**src/rtl/rr_mux_arb.sv**
```systemverilog
// rr_mux_arb: N-channel, WIDTH-bit arbitrating multiplexer with valid/ready
// handshakes on every channel and a one-beat registered output stage.
// The winner is picked round-robin (RR=1) or by lowest index (RR=0), and
// its index is reported alongside the data.
module rr_mux_arb #(
  parameter int WIDTH = 16,
  parameter int N     = 4,
  parameter int RR    = 1,
  localparam int SW   = ($clog2(N) > 1) ? $clog2(N) : 1
) (
  input  logic               clk,
  input  logic               rst_n,
  input  logic [N*WIDTH-1:0] in_data,
  input  logic [N-1:0]       in_valid,
  output logic [N-1:0]       in_ready,
  output logic [WIDTH-1:0]   out_data,
  output logic               out_valid,
  input  logic               out_ready,
  output logic [SW-1:0]      out_sel
);

  // Output register and round-robin pointer.
  logic [WIDTH-1:0] out_data_q, out_data_d;
  logic             out_valid_q, out_valid_d;
  logic [SW-1:0]    out_sel_q, out_sel_d;
  logic [SW-1:0]    last_q, last_d;

  // Arbitration intermediates.
  logic             load_en;
  logic             arb_en;
  logic             lo_found, hi_found;
  logic [SW-1:0]    lo_idx, hi_idx, gnt_idx;
  logic [WIDTH-1:0] gnt_data;

  // The output register can take a new beat when it is empty or being drained.
  assign load_en = ~out_valid_q | out_ready;

  // NOTE: rst_n gates the grant so in_ready stays low for the whole reset,
  // even though the emptied output register would otherwise accept a beat.
  assign arb_en = rst_n & load_en & (|in_valid);

  // Find the lowest requester overall and the lowest requester above the
  // pointer; round-robin prefers the latter and wraps to the former, which
  // keeps the search exact for non-power-of-two N.
  always_comb begin
    // NOTE: every variable gets a default before any conditional write so
    // no path leaves it unassigned and no latch is inferred.
    lo_found = 1'b0;
    lo_idx   = '0;
    hi_found = 1'b0;
    hi_idx   = '0;
    for (int i = 0; i < N; i++) begin
      if (in_valid[i] && !lo_found) begin
        lo_found = 1'b1;
        lo_idx   = SW'(i);
      end
      if (in_valid[i] && !hi_found && (i > int'(last_q))) begin
        hi_found = 1'b1;
        hi_idx   = SW'(i);
      end
    end
    gnt_idx = ((RR != 0) && hi_found) ? hi_idx : lo_idx;
  end

  // Decode the grant into the one-hot accept and mux out the winner's data.
  always_comb begin
    in_ready = '0;
    gnt_data = '0;
    for (int i = 0; i < N; i++) begin
      if (gnt_idx == SW'(i)) begin
        in_ready[i] = arb_en;
        gnt_data    = in_data[i*WIDTH +: WIDTH];
      end
    end
  end

  // Next state: load on transfer, clear valid on a plain drain, else hold.
  always_comb begin
    out_data_d  = out_data_q;
    out_sel_d   = out_sel_q;
    out_valid_d = out_valid_q;
    last_d      = last_q;
    if (arb_en) begin
      out_data_d  = gnt_data;
      out_sel_d   = gnt_idx;
      out_valid_d = 1'b1;
      if (RR != 0) begin
        last_d = gnt_idx;
      end
    end else if (out_ready) begin
      out_valid_d = 1'b0;
    end
  end

  // State register; reset empties the stage and points priority at channel 0.
  always_ff @(posedge clk or negedge rst_n) begin
    if (!rst_n) begin
      out_data_q  <= '0;
      out_sel_q   <= '0;
      out_valid_q <= 1'b0;
      last_q      <= SW'(N - 1);
    end else begin
      // NOTE: non-blocking assignments so every flop samples pre-edge values.
      out_data_q  <= out_data_d;
      out_sel_q   <= out_sel_d;
      out_valid_q <= out_valid_d;
      last_q      <= last_d;
    end
  end

  assign out_data  = out_data_q;
  assign out_valid = out_valid_q;
  assign out_sel   = out_sel_q;

endmodule

```
**config.mk**
```make
export PLATFORM = sky130hd
export DESIGN_NAME = rr_mux_arb
export DESIGN_NICKNAME = d
export VERILOG_FILES = /design/src/rtl/rr_mux_arb.sv
export SDC_FILE = /design/constraint.sdc
export NUM_CORES = 1
export LEC_CHECK = 0
export ABC_AREA = 1
export BUFFER_PORTS_ARGS = -buffer_cell sky130_fd_sc_hd__buf_2
export CAP_MARGIN = 5
export CORE_MARGIN = 4
export CORE_UTILIZATION = 44
export CTS_BUF_LIST = sky130_fd_sc_hd__clkbuf_8
export CTS_CLUSTER_SIZE = 24
export DETAILED_ROUTE_END_ITERATION = 16
export PLACE_DENSITY = 0.91
export SLEW_MARGIN = 0
export SYNTH_ARGS = -nofsm -noshare
export SYNTH_HDL_FRONTEND = slang
export SYNTH_SLANG_ARGS = --single-unit
```
**constraint.sdc**
```tcl
create_clock -name clk -period 2 [get_ports clk]
set_input_delay 0.2 -clock clk [delete_from_list [all_inputs] [get_ports clk]]
set_output_delay 0.2 -clock clk [all_outputs]
set_load 0.01 [all_outputs]
```
Word-level counts from Yosys, hierarchy flattened
Index checks and enable logic that the tools add are counted.
Widths: inputs -> output; s select.
{ "op_classes": {"n_addsub": 0, "reduce_logical": 16, "n_mux": 23, "multipliers": 0, "n_bitwise": 4, "shifts": 0, "order_cmp": 3, "div": 0, "eq_ne": 3} }
{ "op_table": {"columns": ["cell", "n"], "rows": [
  ["$mux 16", 4],
  ["$mux 1", 14],
  ["$mux 2", 5],
  ["$logic_and 1x1->1", 8],
  ["$logic_not 1->1", 5],
  ["$eq 2x2->1 const B", 2],
  ["$gt 2x2->1 const A", 2],
  ["$reduce_or 4->1", 1],
  ["$and 1x1->1", 2],
  ["$eq 2x1->1 const B", 1],
  ["$gt 1x2->1 const A", 1],
  ["$logic_not 2->1", 1],
  ["$reduce_bool 2->1", 1],
  ["$not 1->1", 1],
  ["$or 1x1->1", 1]
]} }
{ "totals": {"in_bits": 71, "mem_count": 0, "latch_bits": 0, "ff_bits": 21, "ram_bits": 0, "out_inout_bits": 23, "wordCells": 53, "mem_bits_ro": 0} }

Longest topological paths before layout
Gate-level depths: netlist of the first run.
{ "depth": {"word_depth": 17, "ltp_mapped": 11} }

Least setup slack after synthesis of the first run
No wires, ideal clock.
{ "synth_path": {"path_type": "register -> output", "startpoint": "register last_q[1]", "endpoint": "output port in_ready[0]", "setup_slack_ns": 0.257, "required_time_ns": 1.800, "t_arrival_ns": 1.543, "path_stages_with_launch": 9, "path_cell_list": "dfstp_2 inv_2 nand2_1 nand2_1 nand3_2 nand2_4 buf_6 buf_4 nor3_1"} }
{ "synth_via": {"elab_chain_cells": 14, "elab_cells_between_ends": 19, "cone_classes": "3 x order compare; 8 x mux; 8 x reduce/logical"} }
{ "synth_lines": {"columns": ["item", "line", "text"], "rows": [
  ["start: declaration", "26", "logic [SW-1:0] last_q, last_d;"],
  ["start signal: assignment", "101", "last_q <= SW'(N - 1);"],
  ["start signal: assignment", "107", "last_q <= last_d;"],
  ["$gt 1x2->1", "57", "if (in_valid[i] && !hi_found && (i > int'(last_q))) begin"],
  ["$logic_and 1x1->1", "57", null],
  ["$mux 1", "57", null],
  ["$logic_not 1->1", "57", null],
  ["$logic_and 1x1->1 (2 in series)", "57", null],
  ["$mux 1", "57", null],
  ["$logic_not 1->1", "57", null],
  ["$logic_and 1x1->1 (2 in series)", "57", null],
  ["$mux 2 or $mux 1 (tied branches)", "57", null],
  ["$mux 2 *", "62", "gnt_idx = ((RR != 0) && hi_found) ? hi_idx : lo_idx;"],
  ["$logic_not 2->1 *", "70", "if (gnt_idx == SW'(i)) begin"],
  ["$mux 1 *", "70", null],
  ["end: declaration", "15", "output logic [N-1:0] in_ready,"]
]} }
Every way passes the cells marked *; elsewhere a longest branch is shown, timed or not.

Worst setup path after layout of the first run
{ "layout_path": {"startpoint": "register last_q[1]", "endpoint": "output port in_ready[2]"} }
{ "layout_via": {"elab_chain_cells": 14, "elab_cells_between_ends": 19, "cone_classes": "3 x order compare; 1 x eq/ne; 8 x mux; 7 x reduce/logical"} }
{ "layout_lines": {"columns": ["item", "line"], "rows": [
  ["$gt 1x2->1", "57"],
  ["$logic_and 1x1->1", "57"],
  ["$mux 1", "57"],
  ["$logic_not 1->1", "57"],
  ["$logic_and 1x1->1 (2 in series)", "57"],
  ["$mux 1", "57"],
  ["$logic_not 1->1", "57"],
  ["$logic_and 1x1->1 (2 in series)", "57"],
  ["$mux 2 or $mux 1 (tied branches)", "57"],
  ["$mux 2 *", "62"],
  ["$eq 2x2->1 *", "70"],
  ["$mux 1 *", "70"]
]} }
Marks and branches as above.

==> run summary, run 1 <==
row cnt: 21
Worst Hold Depth: 2
Synth Instances: 222
Final Util: 64.8%
Hold Crit Class: primary input to register
io pins: 94
R2R depth: 9
Routed wire per std cell: 14.2 µm
yosys warns: 0
CP endpoint kind: primary output
Final Setup Violations: 0
most common cell in the netlist: nand2_1
R2R Setup Slk: 0.28 ns
Clock Path Buffers: 2
Place WS: 0.246 ns
critical path type: register to primary output
Critical Path RT: 1.80 ns
die area: 4470 µm²
post-synth top area share: 31.2%
PortBufs: 93
Post-synth top cells: nand2_1 (62), nand3_1 (32), inv_1 (23), dfrtp_1 (19), o21ai_1 (17)
mapped cell area: 1520 µm²
Die X-Extent: 66.8 µm
leakage power: 1.25 nW
fmax: 515 MHz
grt ovf: 0
Layout Nets: 388
outcome: finished clean
Routed Antenna Nets: 0
Syn Nets: 293
TritonCTS clock tree: done
die height: 66.8 µm
routed via count: 1919
number of buffers created by CTS: 3
# DRC: 0
Total GRT Usage: 22.1%
post-DP HPWL: 3700 µm
Slew Viols, Final: 0
Vias per Instance: 5.30
Synth cell types: 21
setup bufs post-CTS: 0
design area: 2160 µm²
DRT Wirelength: 5130 µm
startpoint types: register
Fin. Hold Viols: 0
Max-slew headroom: 70.0%
Clk pin slew, worst setup/hold paths: 0.08 ns
most area-hungry cell type in the Yosys netlist: dfrtp_1
Initial Utilization: 45.6%
crit share post-route: 97.0%
Mean Syn Cell Area: 6.86 µm²
n_diodes: 0
Most used DFF post-synth: dfrtp_1
setup TNS: 0 ns
Overall Power: 1.95 mW
crit path max fanout: 17
initial antenna violation count: 0
min Tclk post-route: 1.94 ns
Hold Slack: 0.142 ns
Core Region: 3340 µm²
share of layout cells above drive strength 1: 41.8%
pwr dens: 902 nW/µm²
worst skew pair latency: 0.25 ns
# H-tree levels: 1
arrival time worst endpoint: 1.74 ns
GPL Wtd Cong: 0.804
Layout Skew: 0.00183 ns
Root Buffer: clkbuf_8
DP Area: 2030 µm²
Final WS setup: 0.0598 ns
vias in the first global route: 1737
Num Clock Sinks: 21
Synth async-reset ratio: 100%
EDFF count, synth: 0
top post-synthesis cells by area: dfrtp_1 (31%), nand2_1 (15%), nand3_1 (11%), nand4_1 (6.6%), inv_1 (5.7%)
worst-margin pin slew: 0.449 ns
Seq/Total Area, Yosys: 34.7%
first-pass iteration count of the detailed router: 6
Yosys reg bits: 21
maximum vdd drop: 0.394 mV
first-pass GRT wire length: 7680 µm
initial drt markers: 224
largest net degree at the start of global routing: 22
Final Non-Filler Cells: 362
Area Growth Syn to Fin: 42.1%
Max Cap Viol: 0
placed cell count: 356
-- area by class of cell --
| class | instances | area (µm²) |
|---|---|---|
| Fill cell | 296 | 1170 |
| Clock inverter | 1 | 3.75 |
| Tap cell | 46 | 57.6 |
| Timing Repair Buffer | 103 | 551 |
| Sequential cell | 21 | 528 |
| Inverter | 26 | 97.6 |
| Clock buffer | 3 | 41.3 |
| Multi-Input combinational cell | 162 | 885 |
-- layer usage --
metal	vias up	routed length [µm]	global-route usage, %
met5	-	0	0
met3	10	527	4.22
li1	929	-	-
met4	0	77	5.58
met1	862	1950	27.5
met2	118	2580	38.9
-- sequential cells by signal, indices dropped and copies added, names as in the netlist --
register   count
last_q         2
out_data      16
out_sel        2
out_valid      1
-- logic make-up (layout without fill, tap and decap cells) --
logic type | Yosys count | in the layout | synth area share, %
simple gates | 122 | 123 | 38.2
buf+inv | 40 | 133 | 11.8
compound gates | 39 | 39 | 15.3
flops | 21 | 21 | 34.7
-- critical path, stage by stage, from the launching register on --
cell     delay [ns]
dfstp_2        0.54
inv_2          0.06
nand3_2        0.16
nand3_4        0.16
buf_6          0.20
nor3_1         0.19
buf_2          0.17
-- cells in the final DEF, fill, tap and decap left out, types with 7 or more instances in the layout --
cell	instances
nand2_1	61
buf_4	7
nand4_1	16
dfrtp_1	19
o21ai_1	17
nand3_1	32
inv_1	24
o21ai_2	9
buf_2	93
o21ai_0	10
-- timing repair --
action,CTS,global route
hold endpoints to repair,19,0
resized for setup,0,11
setup endpoints to repair,0,3
hold buffers,1,0
-- worst paths after layout --
kind,start,to
max,last_q[1]$_DFFE_PN1P_,in_ready[2]
min,out_ready,out_valid$_DFFE_PN0P_
max reg2reg,last_q[1]$_DFFE_PN1P_,out_data[10]$_DFFE_PN0P_
min reg2reg,out_data[3]$_DFFE_PN0P_,out_data[3]$_DFFE_PN0P_
max in group asynchronous,rst_n,last_q[0]$_DFFE_PN1P_
min in group asynchronous,rst_n,out_data[10]$_DFFE_PN0P_
-- power by group --
part	switching [mW]	internal, mW	total, mW	leakage, nW
registers	0.0736	0.564	0.638	0.254
clock network	0.137	0.136	0.273	0.0269
logic	0.643	0.397	1.04	0.966
total	0.853	1.10	1.95	1.25
Note: power is estimated with default switching activity, not from simulation.
==> inputs of run 2 (changes only) <==
Settings changed: CORE_UTILIZATION 44 to 43, CTS_BUF_LIST sky130_fd_sc_hd__clkbuf_8 to unset, PLACE_DENSITY 0.91 to 0.89.
==> run 2 against run 1 <==
  * Final cell count grew 3.9%
  * Via count grew 3.2%
  * Sequential power shrank 0.6%
  * Die area grew 2.0%
  * Clock-buffer cell count is the same
  * Sequential cell count is the same
  * Non-clock buffer count grew 14
  * Critical path depth is the same
  * Worst setup slack lost 0.0041 ns
  * First-iteration DRC count shrank 45%
==> run summary, run 2 (same netlist as run 1, synthesis figures left out) <==
post-DP HPWL: 3590 µm (-2.9%)
# DRC: 0 (unchanged)
Fillers: 296 (unchanged)
Max-slew headroom: 70.0% (about the same)
combinational power share: 59.1% (+5.8 points)
Max Cap Viol: 0 (unchanged)
Area Growth Syn to Fin: 50.5%
Final Non-Filler Cells: 376 (+3.9%)
arrival time worst endpoint: 1.74 ns (about the same)
Final WS setup: 0.0557 ns (-0.00414 ns)
routed via count: 1981 (+3.2%)
leakage power: 1.32 nW (+5.5%)
Layout Skew: 0.00592 ns (+0.00408 ns)
TritonCTS clock tree: done
# H-tree levels: 1 (unchanged)
Sw Ratio: 44.0% (+0.28 points)
number of buffers created by CTS: 3 (unchanged)
crit path max fanout: 8 (-9)
CP endpoint kind: primary output
crit path cell chain: a21oi_1, nand2_1, nand3_4, buf_12, nor3_1, buf_2
Slew Viols, Final: 0 (unchanged)
die height: 67.5 µm (+1.0%)
Place WS: 0.266 ns (+0.0204 ns)
first-pass GRT wire length: 7790 µm (+1.4%)
most frequent cells in the layout: buf_2 (93), nand2_1 (61), nand3_1 (32)
multi-input logic area: 895 µm² (+1.1%)
Die X-Extent: 67.5 µm (+1.0%)
Max stage delay cell, worst path: dfstp_2
Clk pin slew, worst setup/hold paths: 0.12 ns (+0.04 ns)
row cnt: 21 (unchanged)
pwr dens: 899 nW/µm² (-0.31%)
fmax: 514 MHz (-0.21%)
Fin. Hold Viols: 0 (unchanged)
Core Region: 3390 µm² (+1.6%)
Seq pwr share: 30.8% (-1.9 points)
outcome: finished clean
GPL Wtd Cong: 0.974 (+21%)
grt ovf: 0 (unchanged)
max reg flops: 16 (unchanged)
PortBufs: 93 (unchanged)
initial antenna violation count: 0 (unchanged)
Critical Path Max Stage Delay: 0.56 ns (+0.02 ns)
crit share post-route: 97.2% (+0.21 points)
Vias per Instance: 5.27 (-0.61%)
Layout Nets: 402 (+3.6%)
share of layout cells above drive strength 1: 44.2% (+2.5 points)
Overall Power: 2.06 mW (+5.6%)
first-pass iteration count of the detailed router: 4 (-2)
Cell Int Power: 1.15 mW (+5.0%)
Routed Antenna Nets: 0 (unchanged)
largest net degree at the start of global routing: 36 (+64%)
Final Util: 67.6% (+2.8 points)
critical path type: register to primary output
Switch Pwr: 907 µW (+6.3%)
Num Clock Sinks: 21 (unchanged)
R2R Setup Slk: 0.09 ns (-0.19 ns)
worst-margin pin slew: 0.450 ns (+0.000516 ns)
initial drt markers: 123 (-45%)
Clock Path Buffers: 2 (unchanged)
DRT Wirelength: 5470 µm (+6.6%)
n_diodes: 0 (unchanged)
Routed wire per std cell: 14.5 µm (+2.6%)
io pins: 94 (unchanged)
Initial Utilization: 44.9% (-0.71 points)
maximum vdd drop: 0.454 mV (+15%)
vias in the first global route: 1759 (+1.3%)
startpoint types: register
Register Area: 528 µm² (unchanged)
Critical Path RT: 1.80 ns (about the same)
Hold Crit Class: primary input to register
commonest non-fill, non-tap cell in the layout: buf_2
die area: 4560 µm² (+2.0%)
placed cell count: 355 (-0.28%)
worst skew pair latency: 0.31 ns (+0.06 ns)
Clk network pwr share: 10.2% (-3.8 points)
setup TNS: 0 ns (unchanged)
min Tclk post-route: 1.94 ns (+0.00414 ns)
Final Setup Violations: 0 (unchanged)
Root Buffer: clkbuf_4
Total GRT Usage: 22.2% (+0.13 points)
run 2: cell types whose count changed in the layout (fill, tap and decap cells not counted), moves of 2 or more:
cell / previous run / this run
buf_4: 7 / 20
clkbuf_4: 0 / 3
clkbuf_8: 3 / 0
buf_6: 2 / 0
run 2: timing repair:
action                                  CTS  global route
gates resized for setup                   3             9
hold buffers                              1             0
cloned                                    0             2
pin swaps                                 0             5
endpoints found under the hold margin    19             0
endpoints found under the setup margin    1             4
setup buffers                             0            14
run 2: critical path, delay by kind of cell (launching register included):
kind / cells / cell delay [ns]
buffers and inverters: 2 / 0.33
DFF: 1 / 0.56
and+or+nand+nor: 3 / 0.43
AOI/OAI and AO/OA: 1 / 0.12
run 2: through the flow:
step	hold WS (ns)	area, µm²
global route	0.0786	2290
finish	0.0791	2290
floorplan	-0.0956	1520
global placement	0.210	2040
CTS	0.0770	2100
detailed placement	0.215	2040
run 2: area by class of cell:
class	instances	share of cell area [%]
Tap cell	46	2.51
Multi-Input combinational cell	162	39.0
Inverter	26	4.26
Clock buffer	3	0.983
Timing Repair Buffer	117	29.9
Sequential cell	21	23.0
Clock inverter	1	0.218
run 2: power by group through the flow:
stage          Clock [mW]  Sequential, mW  Combinational, mW
6_report            0.210           0.634               1.22
3_5_place_dp            0           0.640              0.979
2_1_floorplan           0           0.698              0.577
3_3_place_gp            0           0.638              0.954
5_1_grt             0.231           0.650               1.33
4_1_cts             0.211           0.633               1.00
run 2: final timing paths:
| path | startpoint | end | depth (start not counted) |
|---|---|---|---|
| worst min register to register | out_sel[1]$_DFFE_PN0P_ | out_sel[1]$_DFFE_PN0P_ | 2 |
| worst max register to register | last_q[1]$_DFFE_PN1P_ | out_data[14]$_DFFE_PN0P_ | 11 |
| min in group asynchronous | rst_n | out_data[14]$_DFFE_PN0P_ | 3 |
| worst min-delay path | out_ready | out_valid$_DFFE_PN0P_ | 2 |
| worst max-delay path | last_q[1]$_DFFE_PN1P_ | in_ready[2] | 6 |
| max in group asynchronous | rst_n | last_q[0]$_DFFE_PN1P_ | 3 |
run 2: per-layer routing:
metal | up-vias | part of all wire, % | GRT usage (%)
li1 | 962 | - | -
met1 | 916 | 39 | 28.4
met2 | 92 | 53 | 38.3
met3 | 11 | 7.5 | 2.83
met4 | 0 | 1.1 | 7.85
met5 | - | 0 | 0
==> inputs of run 3 (changes only) <==
Settings changed: PLACE_DENSITY 0.89 to unset, PLACE_DENSITY_LB_ADDON set to 0.05.
==> run 3 against run 2 <==
  * Clock power rose by 5%
  * Clock skew is 0.0029 ns higher
  * Worst setup slack better by 0.0098 ns
  * Maximum frequency up 0.51%
  * Worst hold slack got worse by 0.020 ns
  * Die area unchanged
  * Final cell count decreased by 1.1%
  * Total power down 3.7%
  * Critical path depth grew 1
  * Via count shrank 5.6%
  * Utilization down 1.2 points
==> run summary, run 3 (same netlist as run 1, synthesis figures left out) <==
outcome: finished clean
crit path cell chain: inv_2, nand2_2, nand2_1, nand3_4, nand2_8, nor3_2, buf_2
grt ovf: 0 (unchanged)
Final Non-Filler Cells: 372 (-1.1%)
Routed wire per std cell: 13.6 µm (-6.1%)
Max Cap Viol: 0 (unchanged)
GPL Wtd Cong: 0.851 (-13%)
routed via count: 1870 (-5.6%)
Root Buffer: clkbuf_4
crit share post-route: 96.7% (-0.49 points)
Fin. Hold Viols: 0 (unchanged)
Die X-Extent: 67.5 µm (unchanged)
initial antenna violation count: 0 (unchanged)
n_diodes: 0 (unchanged)
share of layout cells above drive strength 1: 44.2% (-0.071 points)
min Tclk post-route: 1.93 ns (-0.00981 ns)
leakage power: 1.29 nW (-1.7%)
row cnt: 21 (unchanged)
worst r2r dst: out_data[7]$_DFFE_PN0P_
# DRC: 0 (unchanged)
fmax: 517 MHz (+0.51%)
Routed Antenna Nets: 0 (unchanged)
io pins: 94 (unchanged)
CP endpoint kind: primary output
first-pass iteration count of the detailed router: 4 (unchanged)
worst skew pair latency: 0.31 ns (about the same)
arrival time worst endpoint: 1.73 ns (about the same)
die height: 67.5 µm (unchanged)
Max-slew headroom: 75.0% (+5.0 points)
PortBufs: 93 (unchanged)
Hold Slack: 0.0594 ns (-0.0196 ns)
Layout Nets: 398 (-1.0%)
DRT Wirelength: 5080 µm (-7.1%)
initial drt markers: 147 (+20%)
R2R Setup Slk: 0.20 ns (+0.11 ns)
design area: 2250 µm² (-1.7%)
post-DP HPWL: 3630 µm (+0.97%)
Layout Skew: 0.00877 ns (+0.00286 ns)
TritonCTS clock tree: done
Core Region: 3390 µm² (unchanged)
most frequent cells in the layout: buf_2 (93), nand2_1 (61), nand3_1 (32)
Clk pin slew, worst setup/hold paths: 0.14 ns (+0.02 ns)
crit path max fanout: 7 (-1)
Critical Path Max Stage Delay: 0.56 ns (about the same)
min-delay src: out_ready
Area Growth Syn to Fin: 47.8%
Final Util: 66.4% (-1.2 points)
Worst Hold Depth: 2 (unchanged)
vias in the first global route: 1682 (-4.4%)
max reg flops: 16 (unchanged)
R2R depth: 11 (unchanged)
placed cell count: 356 (+0.28%)
number of buffers created by CTS: 3 (unchanged)
Initial Utilization: 44.9% (unchanged)
Hold Crit Class: primary input to register
first-pass GRT wire length: 7470 µm (-4.1%)
largest net degree at the start of global routing: 22 (-39%)
Final Setup Violations: 0 (unchanged)
worst-margin pin slew: 0.375 ns (-0.0751 ns)
Clock Path Buffers: 2 (unchanged)
die area: 4560 µm² (unchanged)
Total GRT Usage: 21.4% (-0.86 points)
FF-to-FF Start: last_q[1]$_DFFE_PN1P_
critical path type: register to primary output
Max stage delay cell, worst path: dfstp_2
Num Clock Sinks: 21 (unchanged)
startpoint types: register
Vias per Instance: 5.03 (-4.6%)
DP Area: 2030 µm² (-0.25%)
Critical Path RT: 1.80 ns (about the same)
Worst Hold End: out_valid$_DFFE_PN0P_
maximum vdd drop: 0.373 mV (-18%)
Slew Viols, Final: 0 (unchanged)
commonest non-fill, non-tap cell in the layout: buf_2
# H-tree levels: 1 (unchanged)
pwr dens: 881 nW/µm² (-2.0%)
run 3: power by group:
| part | switching (mW) | total [mW] | internal, mW |
|---|---|---|---|
| sequential | 0.0672 | 0.630 | 0.563 |
| combinational | 0.661 | 1.13 | 0.473 |
| clock | 0.145 | 0.220 | 0.0747 |
run 3: worst max-delay path by stage:
| stage | start | slack, ns | to |
|---|---|---|---|
| 2_1_floorplan | last_q[1]$_DFFE_PN1P_ | 0.26 | in_ready[0] |
| 3_3_place_gp | last_q[1]$_DFFE_PN1P_ | 0.30 | in_ready[3] |
| 3_5_place_dp | last_q[1]$_DFFE_PN1P_ | 0.30 | out_data[11]$_DFFE_PN0P_ |
| 4_1_cts | last_q[1]$_DFFE_PN1P_ | -0.03 | in_ready[3] |
| 5_1_grt | last_q[1]$_DFFE_PN1P_ | -0.0005 | in_ready[1] |
| 6_report | last_q[1]$_DFFE_PN1P_ | 0.07 | in_ready[0] |
run 3: worst max-delay path, delay by kind of cell, from the launching register on:
kind                   cells  cell delay, ns
and+or+nand+nor            5            0.64
DFF                        1            0.56
buffers and inverters      2            0.22
run 3: layout make-up:
class / count / area (µm²)
Tap cell: 46 / 57.6
Inverter: 26 / 97.6
Sequential cell: 21 / 528
Multi-Input combinational cell: 162 / 897
Timing Repair Buffer: 113 / 643
Clock inverter: 1 / 5.00
Fill cell: 338 / 1140
Clock buffer: 3 / 22.5
run 3: repair_timing:
item / in CTS / in global routing
setup endpoints to repair: 1 / 4
cloned: 0 / 1
gates resized for setup: 3 / 11
hold buffers: 1 / 0
pin swaps: 0 / 4
hold endpoints to repair: 19 / 0
setup buffers: 0 / 10
run 3: layer usage:
layer | wire length (µm) | vias up | share of wire [%] | global-route usage, %
met5 | 0 | - | 0 | 0
met4 | 37 | 0 | 0.73 | 4.56
met3 | 546 | 4 | 11 | 4.16
met2 | 2270 | 85 | 45 | 34.1
met1 | 2220 | 829 | 44 | 29.8
li1 | - | 952 | - | -
run 3: stage by stage:
step	TNS (ns)	power [mW]	setup slack [ns]
after global placement	0	1.59	0.305
after CTS	-0.0305	1.84	-0.0305
after floorplan	0	1.27	0.257
after global routing	-0.000472	2.15	-0.000472
final	0	1.98	0.0655
after detailed placement	0	1.60	0.298
